**config.mk**
```make
export PLATFORM = sky130hd
export DESIGN_NAME = operand_streamer_flat
export DESIGN_NICKNAME = d
export VERILOG_FILES = /design/src/rtl/operand_streamer_if.sv /design/src/rtl/operand_streamer.sv /design/src/flat_wrapper.sv
export SDC_FILE = /design/constraint.sdc
export NUM_CORES = 1
export LEC_CHECK = 0
export ABC_AREA = 1
export BUFFER_PORTS_ARGS = -buffer_cell sky130_fd_sc_hd__buf_4
export CAP_MARGIN = 20
export CORE_UTILIZATION = 38
export DETAILED_ROUTE_END_ITERATION = 12
export GPL_ROUTABILITY_DRIVEN = 0
export GPL_TIMING_DRIVEN = 1
export SLEW_MARGIN = 20
export SYNTH_ARGS = -nofsm -noshare
export SYNTH_HDL_FRONTEND = slang
export SYNTH_SLANG_ARGS = --single-unit
```
**constraint.sdc**
```tcl
create_clock -name clk -period 3.84 [get_ports clk]
set_clock_uncertainty 0.1 [all_clocks]
set_input_delay 0.384 -clock clk [delete_from_list [all_inputs] [get_ports clk]]
set_output_delay 0.384 -clock clk [all_outputs]
set_load 0.005 [all_outputs]
```
**src/rtl/operand_streamer_if.sv**
```systemverilog
// Purpose: load port and streamed-operand bus of operand_streamer, bundled for module ports.
// Latency: none, wires only; timing is set by the producer and the consumer.
// Backpressure: none; the stream side is valid-only and the load side is a plain strobe.
interface operand_streamer_if #(
   parameter int Nbits = 4,
   parameter int Ndata = 4
);
   localparam int Wi = $clog2(Ndata);

   // element load port
   logic                   load_en;
   logic                   load_sel;
   logic [Wi-1:0]          load_row;
   logic [Wi-1:0]          load_col;
   logic [Nbits-1:0]       load_data;
   logic                   start;

   // streamed operand pair and status
   logic [Ndata*Nbits-1:0] A;
   logic [Ndata*Nbits-1:0] B;
   logic                   valid;
   logic [Wi-1:0]          row_idx;
   logic [Wi-1:0]          col_idx;
   logic                   busy;
   logic                   done;

   // the side that loads matrices and requests streams
   modport master (
      output load_en, load_sel, load_row, load_col, load_data, start,
      input  A, B, valid, row_idx, col_idx, busy, done
   );

   // the streamer itself
   modport slave (
      input  load_en, load_sel, load_row, load_col, load_data, start,
      output A, B, valid, row_idx, col_idx, busy, done
   );
endinterface

```
**src/rtl/operand_streamer.sv**
```systemverilog
// Purpose: holds matrices A and B and streams every (row of A, column of B) pair in row-major order.
// Latency: pair 0 appears one cycle after the start edge, one pair per cycle, done one cycle after the last pair.
// Backpressure: none; the consumer must take one pair per cycle, and loads/starts while busy are dropped.
module operand_streamer #(
   parameter int Nbits = 4,
   parameter int Ndata = 4
) (
   input logic                clk,
   input logic                reset,
   operand_streamer_if.slave  bus
);
   localparam int Wi = $clog2(Ndata);
   localparam int Cw = 2 * Wi;
   localparam int W  = Ndata * Nbits;

   localparam logic [Wi-1:0] IdxMax   = Wi'(Ndata - 1);
   localparam logic [Cw-1:0] LastPair = '1;

   typedef enum logic [1:0] {
      IDLE   = 2'd0,
      STREAM = 2'd1,
      DONE   = 2'd2
   } state_t;

   state_t            state;

   // pair counter: upper Wi bits select the row, lower Wi bits the column
   logic [Cw-1:0]     pair_cnt;

   // operand storage, intentionally left unreset so contents survive a reset
   logic [Nbits-1:0]  matA [Ndata][Ndata];
   logic [Nbits-1:0]  matB [Ndata][Ndata];

   logic [Wi-1:0]     cur_row;
   logic [Wi-1:0]     cur_col;
   logic [W-1:0]      a_row;
   logic [W-1:0]      b_col;

   // registered outputs
   logic [W-1:0]      a_q;
   logic [W-1:0]      b_q;
   logic [Wi-1:0]     row_q;
   logic [Wi-1:0]     col_q;
   logic              valid_q;
   logic              done_q;
   logic              last_sent;
   logic              wr_ok;

   assign cur_row = pair_cnt[Cw-1:Wi];
   assign cur_col = pair_cnt[Wi-1:0];

   // the pair currently registered on the outputs is the final one of the stream
   assign last_sent = valid_q && (row_q == IdxMax) && (col_q == IdxMax);

   // loads only land while idle and out of reset; start in the same cycle still sees the new value
   assign wr_ok = reset && bus.load_en && (state == IDLE);

   // Element write port into the selected matrix.
   always_ff @(posedge clk) begin
      if (wr_ok) begin
         if (bus.load_sel) begin
            matB[bus.load_row][bus.load_col] <= bus.load_data;
         end else begin
            matA[bus.load_row][bus.load_col] <= bus.load_data;
         end
      end
   end

   // Gather row cur_row of A and column cur_col of B into packed lane vectors.
   always_comb begin
      a_row = '0;
      b_col = '0;
      for (int k = 0; k < Ndata; k++) begin
         a_row[k*Nbits +: Nbits] = matA[cur_row][k];
         b_col[k*Nbits +: Nbits] = matB[k][cur_col];
      end
   end

   // Stream sequencer: IDLE waits for start, STREAM emits one pair per cycle, DONE pulses done.
   always_ff @(posedge clk) begin
      if (!reset) begin
         state    <= IDLE;
         pair_cnt <= '0;
         a_q      <= '0;
         b_q      <= '0;
         row_q    <= '0;
         col_q    <= '0;
         valid_q  <= 1'b0;
         done_q   <= 1'b0;
      end else begin
         unique case (state)
            IDLE: begin
               valid_q <= 1'b0;
               done_q  <= 1'b0;
               if (bus.start) begin
                  state    <= STREAM;
                  pair_cnt <= '0;
               end
            end

            STREAM: begin
               if (last_sent) begin
                  // final pair has had its cycle on the outputs; data lanes keep their last value
                  valid_q <= 1'b0;
                  done_q  <= 1'b1;
                  state   <= DONE;
               end else begin
                  a_q     <= a_row;
                  b_q     <= b_col;
                  row_q   <= cur_row;
                  col_q   <= cur_col;
                  valid_q <= 1'b1;
                  // saturate on the last pair so the count never wraps inside a stream
                  if (pair_cnt != LastPair) begin
                     pair_cnt <= pair_cnt + Cw'(1);
                  end
               end
            end

            DONE: begin
               // start here is deliberately not looked at; a new stream needs an IDLE cycle
               done_q <= 1'b0;
               state  <= IDLE;
            end

            default: begin
               state   <= IDLE;
               valid_q <= 1'b0;
               done_q  <= 1'b0;
            end
         endcase
      end
   end

   assign bus.A       = a_q;
   assign bus.B       = b_q;
   assign bus.row_idx = row_q;
   assign bus.col_idx = col_q;
   assign bus.valid   = valid_q;
   assign bus.done    = done_q;
   assign bus.busy    = (state != IDLE);
endmodule
```
**src/flat_wrapper.sv**
```systemverilog
// flat-port wrapper written by rule: the top's interface ports become plain ports
module operand_streamer_flat 
#(
   parameter int Nbits = 4,
   parameter int Ndata = 4
)
  (clk, reset, bus_load_en, bus_load_sel, bus_load_row, bus_load_col, bus_load_data, bus_start, bus_A, bus_B, bus_valid, bus_row_idx, bus_col_idx, bus_busy, bus_done);
  operand_streamer_if #(.Nbits(Nbits), .Ndata(Ndata)) bus_i ();
  input logic clk;
  input logic reset;
  input wire logic [$bits(bus_i.load_en)-1:0] bus_load_en;
  input wire logic [$bits(bus_i.load_sel)-1:0] bus_load_sel;
  input wire logic [$bits(bus_i.load_row)-1:0] bus_load_row;
  input wire logic [$bits(bus_i.load_col)-1:0] bus_load_col;
  input wire logic [$bits(bus_i.load_data)-1:0] bus_load_data;
  input wire logic [$bits(bus_i.start)-1:0] bus_start;
  output wire logic [$bits(bus_i.A)-1:0] bus_A;
  output wire logic [$bits(bus_i.B)-1:0] bus_B;
  output wire logic [$bits(bus_i.valid)-1:0] bus_valid;
  output wire logic [$bits(bus_i.row_idx)-1:0] bus_row_idx;
  output wire logic [$bits(bus_i.col_idx)-1:0] bus_col_idx;
  output wire logic [$bits(bus_i.busy)-1:0] bus_busy;
  output wire logic [$bits(bus_i.done)-1:0] bus_done;
  assign bus_i.load_en = bus_load_en;
  assign bus_i.load_sel = bus_load_sel;
  assign bus_i.load_row = bus_load_row;
  assign bus_i.load_col = bus_load_col;
  assign bus_i.load_data = bus_load_data;
  assign bus_i.start = bus_start;
  assign bus_A = bus_i.A;
  assign bus_B = bus_i.B;
  assign bus_valid = bus_i.valid;
  assign bus_row_idx = bus_i.row_idx;
  assign bus_col_idx = bus_i.col_idx;
  assign bus_busy = bus_i.busy;
  assign bus_done = bus_i.done;
  operand_streamer #(.Nbits(Nbits), .Ndata(Ndata)) u_core (.clk(clk), .reset(reset), .bus(bus_i));
endmodule
```
==> out/results.txt <==
IO buf count: 51
Starting Density: 0.388
F_max: 0.490 GHz
Ant diodes: 0
CP Class: flip-flop to flip-flop
Dominant synthesized flop cell: edfxtp_1
Crit path DAT: 2.31 ns
Max Cap Violations: 0
Max Fanout on Critical Path: 19
FF-to-FF Start: u_core.pair_cnt[3]
Max IR drop VDD: 286 µV
Clk sinks: 172
Final Hold Fails: 0
Synth-to-Final Area Change: 17.0%
Seq pwr share: 0.508
Antenna violations before repair: 0
R2R depth: 8
Net Sw Frac: 0.217
Synth warn: 0
Most common cell after layout, fill and taps aside: edfxtp_1
Post-CTS resize count: 0
Setup Buffers After CTS: 0
Main area contributors after synthesis: edfxtp_1 (57%), dfxtp_1 (13%), nor2_1 (6.1%)
Mapped cell area: 6710 µm²
Clock Path Buffers: 2
R2R setup slack: 1.80 ns
PwrDens: 518 nW/µm²
Reg clk slew, reported paths: 0.06 ns
Fin. max-slew vios: 0
Ratio of cells with drive above 1 in the final layout: 0.139
Chip Width: 135 µm
Drt first pass iters: 5
Worst r2r dst: u_core.pair_cnt[2]
#FFs+latches synth: 172
Rows: 48
Pin count of the biggest net entering global routing: 72
Internal: 3.18 mW
Slew headroom: 0.376
Worst setup SP type: flip-flop
Commonest non-fill, non-tap cells in the layout: edfxtp_1 (128), nor2_1 (109), o21ai_0 (67)
Power share of the clock group: 0.420
Syn_nets: 600
Worst setup EP type: flip-flop
Global route overflow: 0
Via count: 4364
Status: complete, no violations
Switching pwr: 0.881 mW
Worst Hold Class: input port to flip-flop
Wire length of the first global-routing pass: 22.3 mm
CP Launch Point: u_core.pair_cnt[3]
Setup TNS: 0 ns
Distinct cells, synth: 19
Seq/Total Area, Yosys: 0.704
Setup repair after global routing missed its margin: no
Worst slew pin tran: 0.935 ns
Vias in the first global route: 4240
Worst-Skew Late Latency: 0.43 ns
Post-synth ARST share: 0
Post-layout power: 4.07 mW
Detailed placement HPWL: 8.81 mm
Crit path to: u_core.pair_cnt[2]
P_leak: 2.83 nW
Synth top area share: 0.572
DR WL/cell: 16.3 µm
Antenna Violating Nets Remaining: 0
DR iter-0 viols: 280
CTS Buf Count: 17
Final period util: 0.532
WHS: 0.130 ns
# hold bufs at CTS: 0
DIE AREA: 18200 µm²
Die height: 135 µm
Area leader, netlist: edfxtp_1
Hold Crit Depth: 3
Root buffer cell: clkbuf_16
Routed WL: 14.1 mm
Core outline area: 17300 µm²
Worst EP required: 4.11 ns
Remaining DRCs: 0
Fin crit period: 2.04 ns
Ports: 52
GR Util All Layers: 0.164
# setup viols final: 0
Post-synth EDFFs: 128
Syn Inst Count: 586
CTS tree: yes
Avg Cell Area, Syn: 11.5 µm²
Nets: 642
Combinational Power Share: 0.072
Vias per std cell: 5.04
H-tree depth: 4
==> how the worst min path moves through the flow <==
| stage | startpoint | endpoint |
|---|---|---|
| 2_1_floorplan | u_core.bus.done | u_core.bus.done |
| 3_3_place_gp | u_core.bus.done | u_core.bus.done |
| 3_5_place_dp | u_core.bus.done | u_core.bus.done |
| 4_1_cts | reset | u_core.pair_cnt[0] |
| 5_1_grt | reset | u_core.pair_cnt[1] |
| 6_report | reset | u_core.pair_cnt[0] |
==> cells by family (layout without fill, tap and decap cells) <==
kind of cell             after synthesis  after routing  share of synthesized area
AND/OR/NAND/NOR                      155            155                     0.0962
flip-flops                           172            172                      0.704
AO/OA/AOI/OAI                        171            171                      0.146
adder cells (fa/ha/maj)                1              1                    0.00186
buffers and inverters                 87            142                     0.0526
==> power groups by stage <==
stage / clock (mW) / sequential, mW / combinational, mW
floorplan: 0 / 2.10 / 0.168
global placement: 0 / 2.10 / 0.290
detailed placement: 0 / 2.10 / 0.294
CTS: 1.74 / 2.06 / 0.296
global route: 1.81 / 2.07 / 0.329
finish: 1.71 / 2.06 / 0.293
==> cells in the mapped netlist, drive strengths merged, types with 2 or more instances <==
master    n
edfxtp  128
nor2    110
o21ai    68
inv      56
dfxtp    44
a21oi    38
o21a     33
o22ai    32
nand2    30
buf      21
nand3    11
clkbuf   10
nand4     2
nor4      2
==> registers in the layout, summed over array words and instances, names as in the netlist <==
signal,flops
u_core.bus.A,16
u_core.bus.B,16
u_core.bus.col_idx,2
u_core.bus.done,1
u_core.bus.row_idx,2
u_core.bus.valid,1
u_core.matA,64
u_core.matB,64
u_core.pair_cnt,4
u_core.state,2
==> through the flow <==
| step | cells | setup WS [ns] | instance area (µm²) | utilization |
|---|---|---|---|---|
| after global placement | 834 | 1.77 | 7260 | 0.420 |
| after floorplan | 586 | 2.23 | 6710 | - |
| after detailed placement | 834 | 1.78 | 7260 | 0.420 |
| final | 866 | 1.80 | 7860 | 0.454 |
| after CTS | 866 | 1.78 | 7860 | 0.454 |
| after global routing | 866 | 1.58 | 7860 | 0.454 |
==> layout make-up <==
class | count | area, µm²
clock buffer | 20 | 447
multi-input combinational | 327 | 1640
fill | 1595 | 9440
inverter | 56 | 210
tap | 225 | 282
clock inverter | 12 | 146
sequential | 172 | 4720
timing repair buffer | 54 | 405
==> critical path: stages (launching register included) <==
cell and delay, ns:
dfxtp_1 0.72, inv_1 0.46, nor2_1 0.20, nand2_1 0.09, nand3_1 0.16, nand2_1 0.10, nand2_1 0.06, nand2_1 0.05
inv_1 0.04
==> routing by layer <==
| metal | global-route usage | share of wire | vias to the layer above |
|---|---|---|---|
| li1 | - | - | 2132 |
| met1 | 0.217 | 0.46 | 2082 |
| met2 | 0.261 | 0.46 | 128 |
| met3 | 0.0405 | 0.060 | 22 |
| met4 | 0.0630 | 0.017 | 0 |
| met5 | 0 | 0 | - |
(Power assumes the default switching activity.)
